### src/rtl/shifter_pkg.sv
// Shared definitions for the iterative shifter family.
// Holds the default datapath and shift-amount widths, the width of the
// per-operation stage counter, the state encoding of the controller
// FSM, and the shift-operation type (SLL / SLLW).
package shifter_pkg;

    localparam int XLEN    = 64;
    localparam int SHAMT_W = 6;
    // Counter that walks stages 0..SHAMT_W-1.
    localparam int STAGE_W = 3;
    // In word mode the 32-position stage is suppressed.  A 32-bit shift
    // amount only uses b[4:0].
    localparam int WORD_SKIP_STAGE = 5;

    typedef enum logic [1:0] {
        IDLE  = 2'd0,
        SHIFT = 2'd1,
        DONE  = 2'd2
    } state_t;

    typedef enum logic {
        OP_SLL  = 1'b0,
        OP_SLLW = 1'b1
    } shift_op_t;

endpackage

### src/rtl/left_shift_stage.sv
// One stage of an iterative logical left shifter.
// Applies a shift of 2^stage positions when en is set.  In word mode the
// 32-position stage passes the value through unchanged.
// Ports:
//   value   - operand entering the stage
//   stage   - stage index (0..SHAMT_W-1)
//   en      - shift-amount bit for this stage
//   word    - 1 for SLLW, 0 for SLL
//   shifted - stage result
module left_shift_stage #(
    parameter int XLEN    = shifter_pkg::XLEN,
    parameter int SHAMT_W = shifter_pkg::SHAMT_W,
    parameter int STAGE_W = shifter_pkg::STAGE_W
) (
    input  logic [XLEN-1:0]    value,
    input  logic [STAGE_W-1:0] stage,
    input  logic               en,
    input  logic               word,
    output logic [XLEN-1:0]    shifted
);
    import shifter_pkg::*;

    // Each candidate is a constant shift, so this is just wiring; the
    // only logic is the stage-index select below.
    logic [XLEN-1:0] cand [SHAMT_W];

    generate
        for (genvar gi = 0; gi < SHAMT_W; gi++) begin : g_cand
            assign cand[gi] = value << (1 << gi);
        end
    endgenerate

    logic skip;
    assign skip = word && (stage == STAGE_W'(WORD_SKIP_STAGE));

    always_comb begin
        shifted = value;
        if (en && !skip) begin
            for (int k = 0; k < SHAMT_W; k++) begin
                if (stage == STAGE_W'(k)) begin
                    shifted = cand[k];
                end
            end
        end
    end

endmodule

### src/rtl/left_shift_unit.sv
// Iterative logical left shifter implementing SLL and SLLW.
// The operation is accepted on an edge where start=1 and the unit is
// idle.  It then spends one cycle per shift-amount bit. This gives a
// fixed latency regardless of the amount.  After the last stage, the
// result is presented on s and done pulses for one cycle. Then the unit
// becomes idle again.
// Ports:
//   clk   - clock, rising edge
//   reset - synchronous active-high reset, aborts any operation
//   start - request, sampled only while busy=0
//   a     - operand, b - shift amount, word - 1 selects SLLW
//   busy  - operation in progress or result being presented
//   done  - one-cycle pulse, s holds a new result
//   s     - result, held until the next done or reset
module left_shift_unit #(
    parameter int XLEN    = shifter_pkg::XLEN,
    parameter int SHAMT_W = shifter_pkg::SHAMT_W
) (
    input  logic               clk,
    input  logic               reset,
    input  logic               start,
    input  logic [XLEN-1:0]    a,
    input  logic [SHAMT_W-1:0] b,
    input  logic               word,
    output logic               busy,
    output logic               done,
    output logic [XLEN-1:0]    s
);
    import shifter_pkg::*;

    state_t               state_reg;
    logic [XLEN-1:0]      work_reg;
    logic [SHAMT_W-1:0]   b_reg;
    shift_op_t            op_reg;
    logic [STAGE_W-1:0]   stage_reg;
    logic                 busy_reg;
    logic                 done_reg;
    logic [XLEN-1:0]      s_reg;

    logic [XLEN-1:0]      stage_out;
    logic [XLEN-1:0]      final_value;
    logic                 last_stage;

    left_shift_stage #(
        .XLEN    (XLEN),
        .SHAMT_W (SHAMT_W),
        .STAGE_W (STAGE_W)
    ) u_stage (
        .value   (work_reg),
        .stage   (stage_reg),
        .en      (b_reg[stage_reg]),
        .word    (op_reg == OP_SLLW),
        .shifted (stage_out)
    );

    assign last_stage = (stage_reg == STAGE_W'(SHAMT_W - 1));

    // In word mode the upper half of work_reg may hold garbage from the
    // full-width stages. Only bits [31:0] are meaningful, so the sign
    // extension replaces the upper half.
    assign final_value = (op_reg == OP_SLLW)
                       ? {{(XLEN-32){stage_out[31]}}, stage_out[31:0]}
                       : stage_out;

    always_ff @(posedge clk) begin
        if (reset) begin
            state_reg <= IDLE;
            work_reg  <= '0;
            b_reg     <= '0;
            op_reg    <= OP_SLL;
            stage_reg <= '0;
            busy_reg  <= 1'b0;
            done_reg  <= 1'b0;
            s_reg     <= '0;
        end else begin
            case (state_reg)
                IDLE: begin
                    done_reg <= 1'b0;
                    if (start) begin
                        work_reg  <= a;
                        b_reg     <= b;
                        op_reg    <= word ? OP_SLLW : OP_SLL;
                        stage_reg <= '0;
                        busy_reg  <= 1'b1;
                        state_reg <= SHIFT;
                    end
                end
                SHIFT: begin
                    work_reg <= stage_out;
                    if (last_stage) begin
                        stage_reg <= '0;
                        s_reg     <= final_value;
                        done_reg  <= 1'b1;
                        state_reg <= DONE;
                    end else begin
                        stage_reg <= stage_reg + STAGE_W'(1);
                    end
                end
                DONE: begin
                    // start is deliberately not sampled here.
                    done_reg  <= 1'b0;
                    busy_reg  <= 1'b0;
                    state_reg <= IDLE;
                end
                default: begin
                    done_reg  <= 1'b0;
                    busy_reg  <= 1'b0;
                    state_reg <= IDLE;
                end
            endcase
        end
    end

    assign busy = busy_reg;
    assign done = done_reg;
    assign s    = s_reg;

endmodule

### config.mk
export PLATFORM = sky130hd
export DESIGN_NAME = left_shift_unit
export DESIGN_NICKNAME = d
export VERILOG_FILES = /design/src/rtl/shifter_pkg.sv /design/src/rtl/left_shift_stage.sv /design/src/rtl/left_shift_unit.sv
export SDC_FILE = /design/constraint.sdc
export NUM_CORES = 1
export LEC_CHECK = 0
export BUFFER_PORTS_ARGS = -buffer_cell sky130_fd_sc_hd__buf_4
export CORE_MARGIN = 2
export CORE_UTILIZATION = 45
export CTS_CLUSTER_SIZE = 24
export DETAILED_ROUTE_END_ITERATION = 16
export PLACE_DENSITY = 0.65
export SYNTH_ARGS = -nofsm -noshare
export SYNTH_HDL_FRONTEND = slang
export SYNTH_HIERARCHICAL = 1
export SYNTH_SLANG_ARGS = --single-unit
### constraint.sdc
create_clock -name clk -period 5.5 [get_ports clk]
set_input_delay 0.55 -clock clk [delete_from_list [all_inputs] [get_ports clk]]
set_output_delay 0.55 -clock clk [all_outputs]
set_load 0.01 [all_outputs]
==> results of run 1 <==
==> cells in the mapped netlist (2+ instances only) <==
cell and count:
a21oi_1 155, dfxtp_1 142, nor2_1 89, o21ai_0 82, nand2_1 76, a211oi_1 72
mux2i_1 64, buf_2 62, clkbuf_1 40, a22oi_1 38, nand3_1 35, a211oi_2 33
mux4_2 32, nor2b_1 31, a22o_1 17, a221o_1 16, buf_6 15, o22ai_1 15
nor3_1 13, buf_4 11, o21ai_1 11, o221ai_1 10, mux2_2 8, nand2b_1 7
a21o_1 4, a32o_1 4, buf_1 3, nor3b_1 3, a211o_1 2, and3b_1 2
inv_1 2, nand3b_1 2, o2111ai_1 2, o21a_1 2, o21ai_2 2, o21ba_2 2
==> cells by family after synthesis <==
kind of cell,synth area share
AO/OA/AOI/OAI,0.339
AND/OR/NAND/NOR,0.128
flip-flops,0.300
buffers and inverters,0.0792
multiplexers,0.153
==> worst register-to-register path, cell delays in order, from the launching register on <==
cell,delay [ns]
dfxtp_4,0.82
buf_4,0.96
a21oi_1,0.18
o21ai_2,1.04
a22oi_1,0.22
o21ai_0,0.27
a21oi_1,0.13
a211oi_1,0.25
==> power breakdown <==
part | internal [uW] | switching, uW
sequential | 1080 | 131
clock | 791 | 458
combinational | 269 | 356
==> cell usage in the layout, fill, tap and decap left out, drive strengths merged, types with 17 or more instances in the layout <==
| cell | instances |
|---|---|
| nor2b | 31 |
| nand2 | 76 |
| clkbuf | 24 |
| a22oi | 38 |
| a211oi | 105 |
| nand3 | 35 |
| buf | 158 |
| o21ai | 95 |
| a22o | 17 |
| dfxtp | 142 |
| a21oi | 155 |
| nor2 | 90 |
| mux4 | 32 |
| mux2i | 64 |
==> stage by stage <==
step	instance area, um2	hold slack, ns
2_1_floorplan	9460	0.455
3_3_place_gp	10300	0.465
3_5_place_dp	10300	0.467
4_1_cts	10900	0.356
5_1_grt	10900	0.361
6_report	10900	0.364
==> final cells by class <==
class / count / area share
Inverter: 3 / 0.00103
Timing Repair Buffer: 158 / 0.109
Tap cell: 275 / 0.0315
Clock inverter: 8 / 0.0116
Clock buffer: 24 / 0.0469
Sequential cell: 142 / 0.261
Multi-Input combinational cell: 846 / 0.540
==> path summary, 6_finish.rpt <==
check | start | end | slack [ns]
max | stage_reg[0] | work_reg[55] | 1.54
min | b[2] | b_reg[2] | 0.36
max reg2reg | stage_reg[0] | work_reg[55] | 1.54
min reg2reg | s[17] | s[17] | 0.48
==> metal layers <==
layer | share of wire | up-vias | wire length (um) | track usage
met4 | 0.016 | 0 | 480 | 0.0681
li1 | - | 4314 | - | -
met2 | 0.47 | 476 | 14500 | 0.432
met1 | 0.44 | 4465 | 13400 | 0.385
met5 | 0 | - | 0 | 0
met3 | 0.074 | 40 | 2250 | 0.0428
==> results.md, run 1 <==
- Status: finished clean
- Hpwl dp: 20100 um
- Fin nets: between 1000 and 1500
- WP depth: 7
- Core ar.: about 21000 um2
- Vias/cell: about 6.4
- Async S/R FF share, synth: 0
- Achievable frequency: around 0.25 GHz
- Critical path's most frequent cell: a21oi_1
- Overflow after GRT: 0
- # hold bufs at CTS: 0
- Tot GR Track Use: 0.271
- Worst reg-to-reg path cell count: 7
- HP Class: in2reg
- Fraction of layout cells with a size suffix above 1: 0.234
- FP Rows: between 50 and 60
- Tightest Pin Transition: 1.32 ns
- First-pass GRT wire length: between 40000 and 50000 um
- Fin cells: between 1000 and 1500
- Crit path buffers/inverters: 1
- 1st-iter DRT viols: 1060
- Class of the most critical setup path: reg2reg
- Post-synth EDFFs: 0
- CP delay by family, top: compound AO/OA/AOI/OAI gates
- Clock tree buffer depth: 2
- Crit share post-route: 0.720
- Dpl ws: 1.63 ns
- Post-CTS Setup Repair Bufs: 0
- Worst skew pair latency: about 0.42 ns
- CTS Root Cell: clkbuf_16
- Setup_tns: 0 ns
- Pwr Density: around 280 nW/um2
- Critical Path AT: approximately 4.3 ns
- Syn avg cell area: 8.43 um2
- H-tree Lvls: 4
- Routability Congestion: 0.984
- PortBufs: around 140
- Die W: approximately 150 um
- Unrepaired setup endpoints after global routing: no
- Area grow syn2layout: 15.5%
- Worst Clk Skew: between 0.005 and 0.006 ns
- Final core occ: 0.525
- Cells after Synth: 1123
- Register bit count reported by yosys: about 140
- Critical Path RT: 5.84 ns
- Vias in the first global route: 8601
- Initial Util: 0.454
- Slowest stage delay, CP: between 1 and 1.5 ns
- Cell area after synthesis: ~9500 um2
- # fillers: ~2000
- Minimum clock period: 3.96 ns
- Die height: ~150 um
- Hold Crit Depth: 3
- Post-CTS Resized: 0
- WL final: just over 30000 um
- Max_cap viols: 0
- Critical Path Slowest Stage Cell: o21ai_2
- CP Launch Type: register
- Initial DRT Pass Iterations: 6
- Yosys top cell area share: 0.300
- Number of diodes: 0
- Sequential area share after synthesis: 0.300
- Syn Nets: ~1200
- Slew HR: 0.123
- Max Fanout on Critical Path: between 90 and 100
- Initial antenna violation count: 0
- Num CTS Buffers: 17
- Final Hold Fails: 0
- Max VDD drop: just under 0.2 mV
- Synth area leaders: dfxtp_1, a21oi_1, mux4_2, mux2i_1, a211oi_1
- Critical Path Sink Type: register
- Cell taking the most area after synthesis: dfxtp_1
- Clock slew at reported path FFs: roughly 0.06 ns
- Setup Viol. Count Final: 0
- Ports: 140
- Final Max Slew Viols: 0
- DRT antenna net count: 0
- Pwr Total: roughly 3100 uW
- Pleak: 0.00396 uW
- Final WS setup: between 1.5 and 2 ns
- Reg area: about 2800 um2
- Die area: ~22000 um2
- DRC: 0
- Crit path cell chain: buf_4, a21oi_1, o21ai_2, a22oi_1, o21ai_0, a21oi_1, a211oi_1
- Multi-input gate area: ~5900 um2
- Synth unique cells: 55
- Largest net degree at the start of global routing: 101
- CTS tree: yes
- CTS sink cnt: between 100 and 150
- Routed vias: about 9300
- Placed Instances: ~1400
- Top FF cell, synth: dfxtp_1
- Yosys warns: 6
- Routed WL per cell: 21.0 um
Power figures use the tool's default switching activity.
==> inputs of run 2 (changes only) <==
Settings changed: ABC_AREA from default to 1, PLACE_DENSITY 0.65 to 0.67.
Clock period 5.5 ns to 3.3 ns, I/O delays scaled along.
==> run 2 against run 1 <==
Against the previous run:
- clock skew up 0.0082 ns
- final cell count up 66%
- global-route usage up 2.7 points
- largest power group unchanged
- critical endpoint is now s[63]
- register-to-register slack worse by 0.97 ns
- worst hold slack worse by 0.27 ns
- sequential power up 60%
- utilization up 0.64 points
- setup slack worse by 0.97 ns
- area after synthesis up 13%
==> results.md, run 2 <==
- R2R Path End: s[63]
- Num CTS Buffers: 17 (unchanged)
- Final Hold Fails: 0 (unchanged)
- Fin nets: 2158 (+74%)
- Top FF cell, synth: dfxtp_1
- Vias/cell: 5.18 (-19%)
- Yosys top cell area share: 0.265 (-0.0355)
- Class of the most critical setup path: reg2reg
- Crit share post-route: 0.826 (+0.106)
- Worst skew pair latency: 0.43 ns (about the same)
- Final Max Slew Viols: 0 (unchanged)
- Clock tree buffer depth: 2 (unchanged)
- Slew HR: 0.486 (+0.363)
- Pleak: 0.00640 uW (+62%)
- CP Launch Type: register
- Design area: 12500 um2 (+14%)
- Clock slew at reported path FFs: 0.08 ns (+0.02 ns)
- WL final: 37200 um (+22%)
- Sequential area share after synthesis: 0.265 (-0.0355)
- Die height: 158 um (+6.3%)
- Placed Instance Area: 11900 um2 (+16%)
- Final WS setup: 0.574 ns (-0.968 ns)
- Worst reg-to-reg path cell count: 16 (+9)
- Post-synth EDFFs: 0 (unchanged)
- RR Startpoint: stage_reg[2]
- Critical Path RT: 3.63 ns (-2.21 ns)
- Fraction of layout cells with a size suffix above 1: 0.113 (-0.120)
- Max_cap viols: 0 (unchanged)
- Register bit count reported by yosys: 142 (unchanged)
- Initial Util: 0.457 (+0.00270)
- Critical Path Sink Type: register
- Commonest non-fill, non-tap cell in the layout: nand2_1
- CTS Root Cell: clkbuf_16
- Top cells by count, synth: nand2_1, nor2_1, inv_1
- Syn Nets: 2096 (+75%)
- PortBufs: 139 (unchanged)
- Commonest cells after routing, fill and taps aside: nand2_1, nor2_1, inv_1
- Ports: 140 (unchanged)
- Yosys warns: 6 (unchanged)
- H-tree Lvls: 4 (unchanged)
- Routability Congestion: 1.00 (+2.1%)
- Post-CTS Resized: 0 (unchanged)
- Final core occ: 0.531 (+0.00640)
- HP Class: in2reg
- 1st-iter DRT viols: 1087 (+2.5%)
- # hold bufs at CTS: 0 (unchanged)
- Cell area after synthesis: 10700 um2 (+13%)
- Die area: 25100 um2 (+13%)
- Routed vias: 12500 (+35%)
- CP Capture Point: s[63]
- CTS tree: yes
- Initial antenna violation count: 0 (unchanged)
- CTS sink cnt: 142 (unchanged)
- Status: finished clean
- Max VDD drop: 0.381 mV (+98%)
- Cells after Synth: 2022 (+80%)
- Area grow syn2layout: 16.3%
- Minimum clock period: 2.73 ns (-1.23 ns)
- Largest net degree at the start of global routing: 132 (+31%)
- FP Rows: 56 (+5.7%)
- Number of diodes: 0 (unchanged)
- First-pass GRT wire length: 59900 um (+24%)
- Hold Crit Start: reset
- Synth area leaders: dfxtp_1, nand2_1, nor2_1, a21oi_1, inv_1
- Setup_tns: 0 ns (unchanged)
- Pwr Density: 438 nW/um2 (+55%)
- Routed WL per cell: 15.4 um (-27%)
- Synth unique cells: 25 (-55%)
- Critical Path AT: 3.06 ns (-1.23 ns)
- Overflow after GRT: 0 (unchanged)
- Cell taking the most area after synthesis: dfxtp_1
- Async S/R FF share, synth: 0 (unchanged)
- Initial DRT Pass Iterations: 5 (-1)
- Tightest Pin Transition: 0.770 ns (-0.546 ns)
- DRC: 0 (unchanged)
- R2R Setup Slk: 0.57 ns (-0.97 ns)
- Post-CTS Setup Repair Bufs: 0 (unchanged)
- Hpwl dp: 25900 um (+29%)
- DRT antenna net count: 0 (unchanged)
- Die W: 158 um (+6.3%)
- Worst setup startpoint: stage_reg[2]
- Top-count cell post-synth: nand2_1
- Unrepaired setup endpoints after global routing: no
- Max Fanout on Critical Path: 54 (-41%)
- Syn avg cell area: 5.31 um2 (-37%)
- Tot GR Track Use: 0.298 (+0.0275)
- Dpl ws: 0.650 ns (-0.982 ns)
- Achievable frequency: 0.367 GHz (+45%)
- Core ar.: 23500 um2 (+13%)
- Worst Clk Skew: 0.0140 ns (+0.00818 ns)
- Vias in the first global route: 11300 (+31%)
- Setup Viol. Count Final: 0 (unchanged)
[run 2: cell types whose count changed after synthesis, moves of 31 or more]
cell      delta
a211oi_1    -72
a211oi_2    -33
a22oi_1     -38
inv_1      +180
mux2i_1     -64
mux4_2      -32
nand2_1    +671
nand3_1     +96
nor2_1     +259
nor2b_1     -31
[run 2: worst min-delay path by stage]
stage          cells past startpoint           end  slack (ns)
2_1_floorplan                      1  stage_reg[0]        0.40
6_report                           2  stage_reg[0]        0.09
5_1_grt                            2  state_reg[0]        0.08
4_1_cts                            2  stage_reg[0]        0.08
3_5_place_dp                       1          busy        0.43
3_3_place_gp                       1          busy        0.43
[run 2: critical path, cell delays in order, from the launching register on]
cell	delay, ns
dfxtp_1	0.59
inv_2	0.27
nand3_2	0.17
buf_4	0.52
nand3_1	0.15
nand2_1	0.10
nand2_1	0.05
nand2_1	0.07
nand2_1	0.05
nand2_1	0.06
nand2_1	0.11
inv_1	0.13
nor2_1	0.05
nor2_1	0.10
nand2_1	0.05
nand2_1	0.08
nor2_1	0.05
[run 2: routing by layer]
metal / up-vias / GRT usage / wire (um)
met3: 62 / 0.0438 / 2740
met4: 0 / 0.0995 / 845
met2: 522 / 0.456 / 15900
met5: - / 0 / 0
met1: 5544 / 0.429 / 17700
li1: 6381 / - / -
[run 2: cell type report]
type / instances / area [um2]
fill: 2536 / 11000
multi-input combinational: 1551 / 6520
sequential: 142 / 2840
timing repair buffer: 179 / 1410
inverter: 193 / 727
clock buffer: 18 / 439
tap: 319 / 399
clock inverter: 14 / 138
[run 2: metrics by stage]
stage	power, uW	cells	hold WS (ns)
final	5460	2416	0.0907
after detailed placement	3500	2384	0.434
after global placement	3500	2384	0.431
after global routing	5790	2416	0.0797
after floorplan	3040	2022	0.399
after CTS	5470	2416	0.0793
[run 2: logic make-up after synthesis]
family,count (synthesis),share of synthesized area
flops,142,0.265
buf+inv,329,0.128
simple gates,1242,0.459
compound gates,309,0.148
[run 2: power by group]
group,internal [uW],switching [uW],leakage [uW]
sequential,1800,127,0.00116
clock,1030,929,0.000288
combinational,520,1050,0.00495
total,3350,2110,0.00640
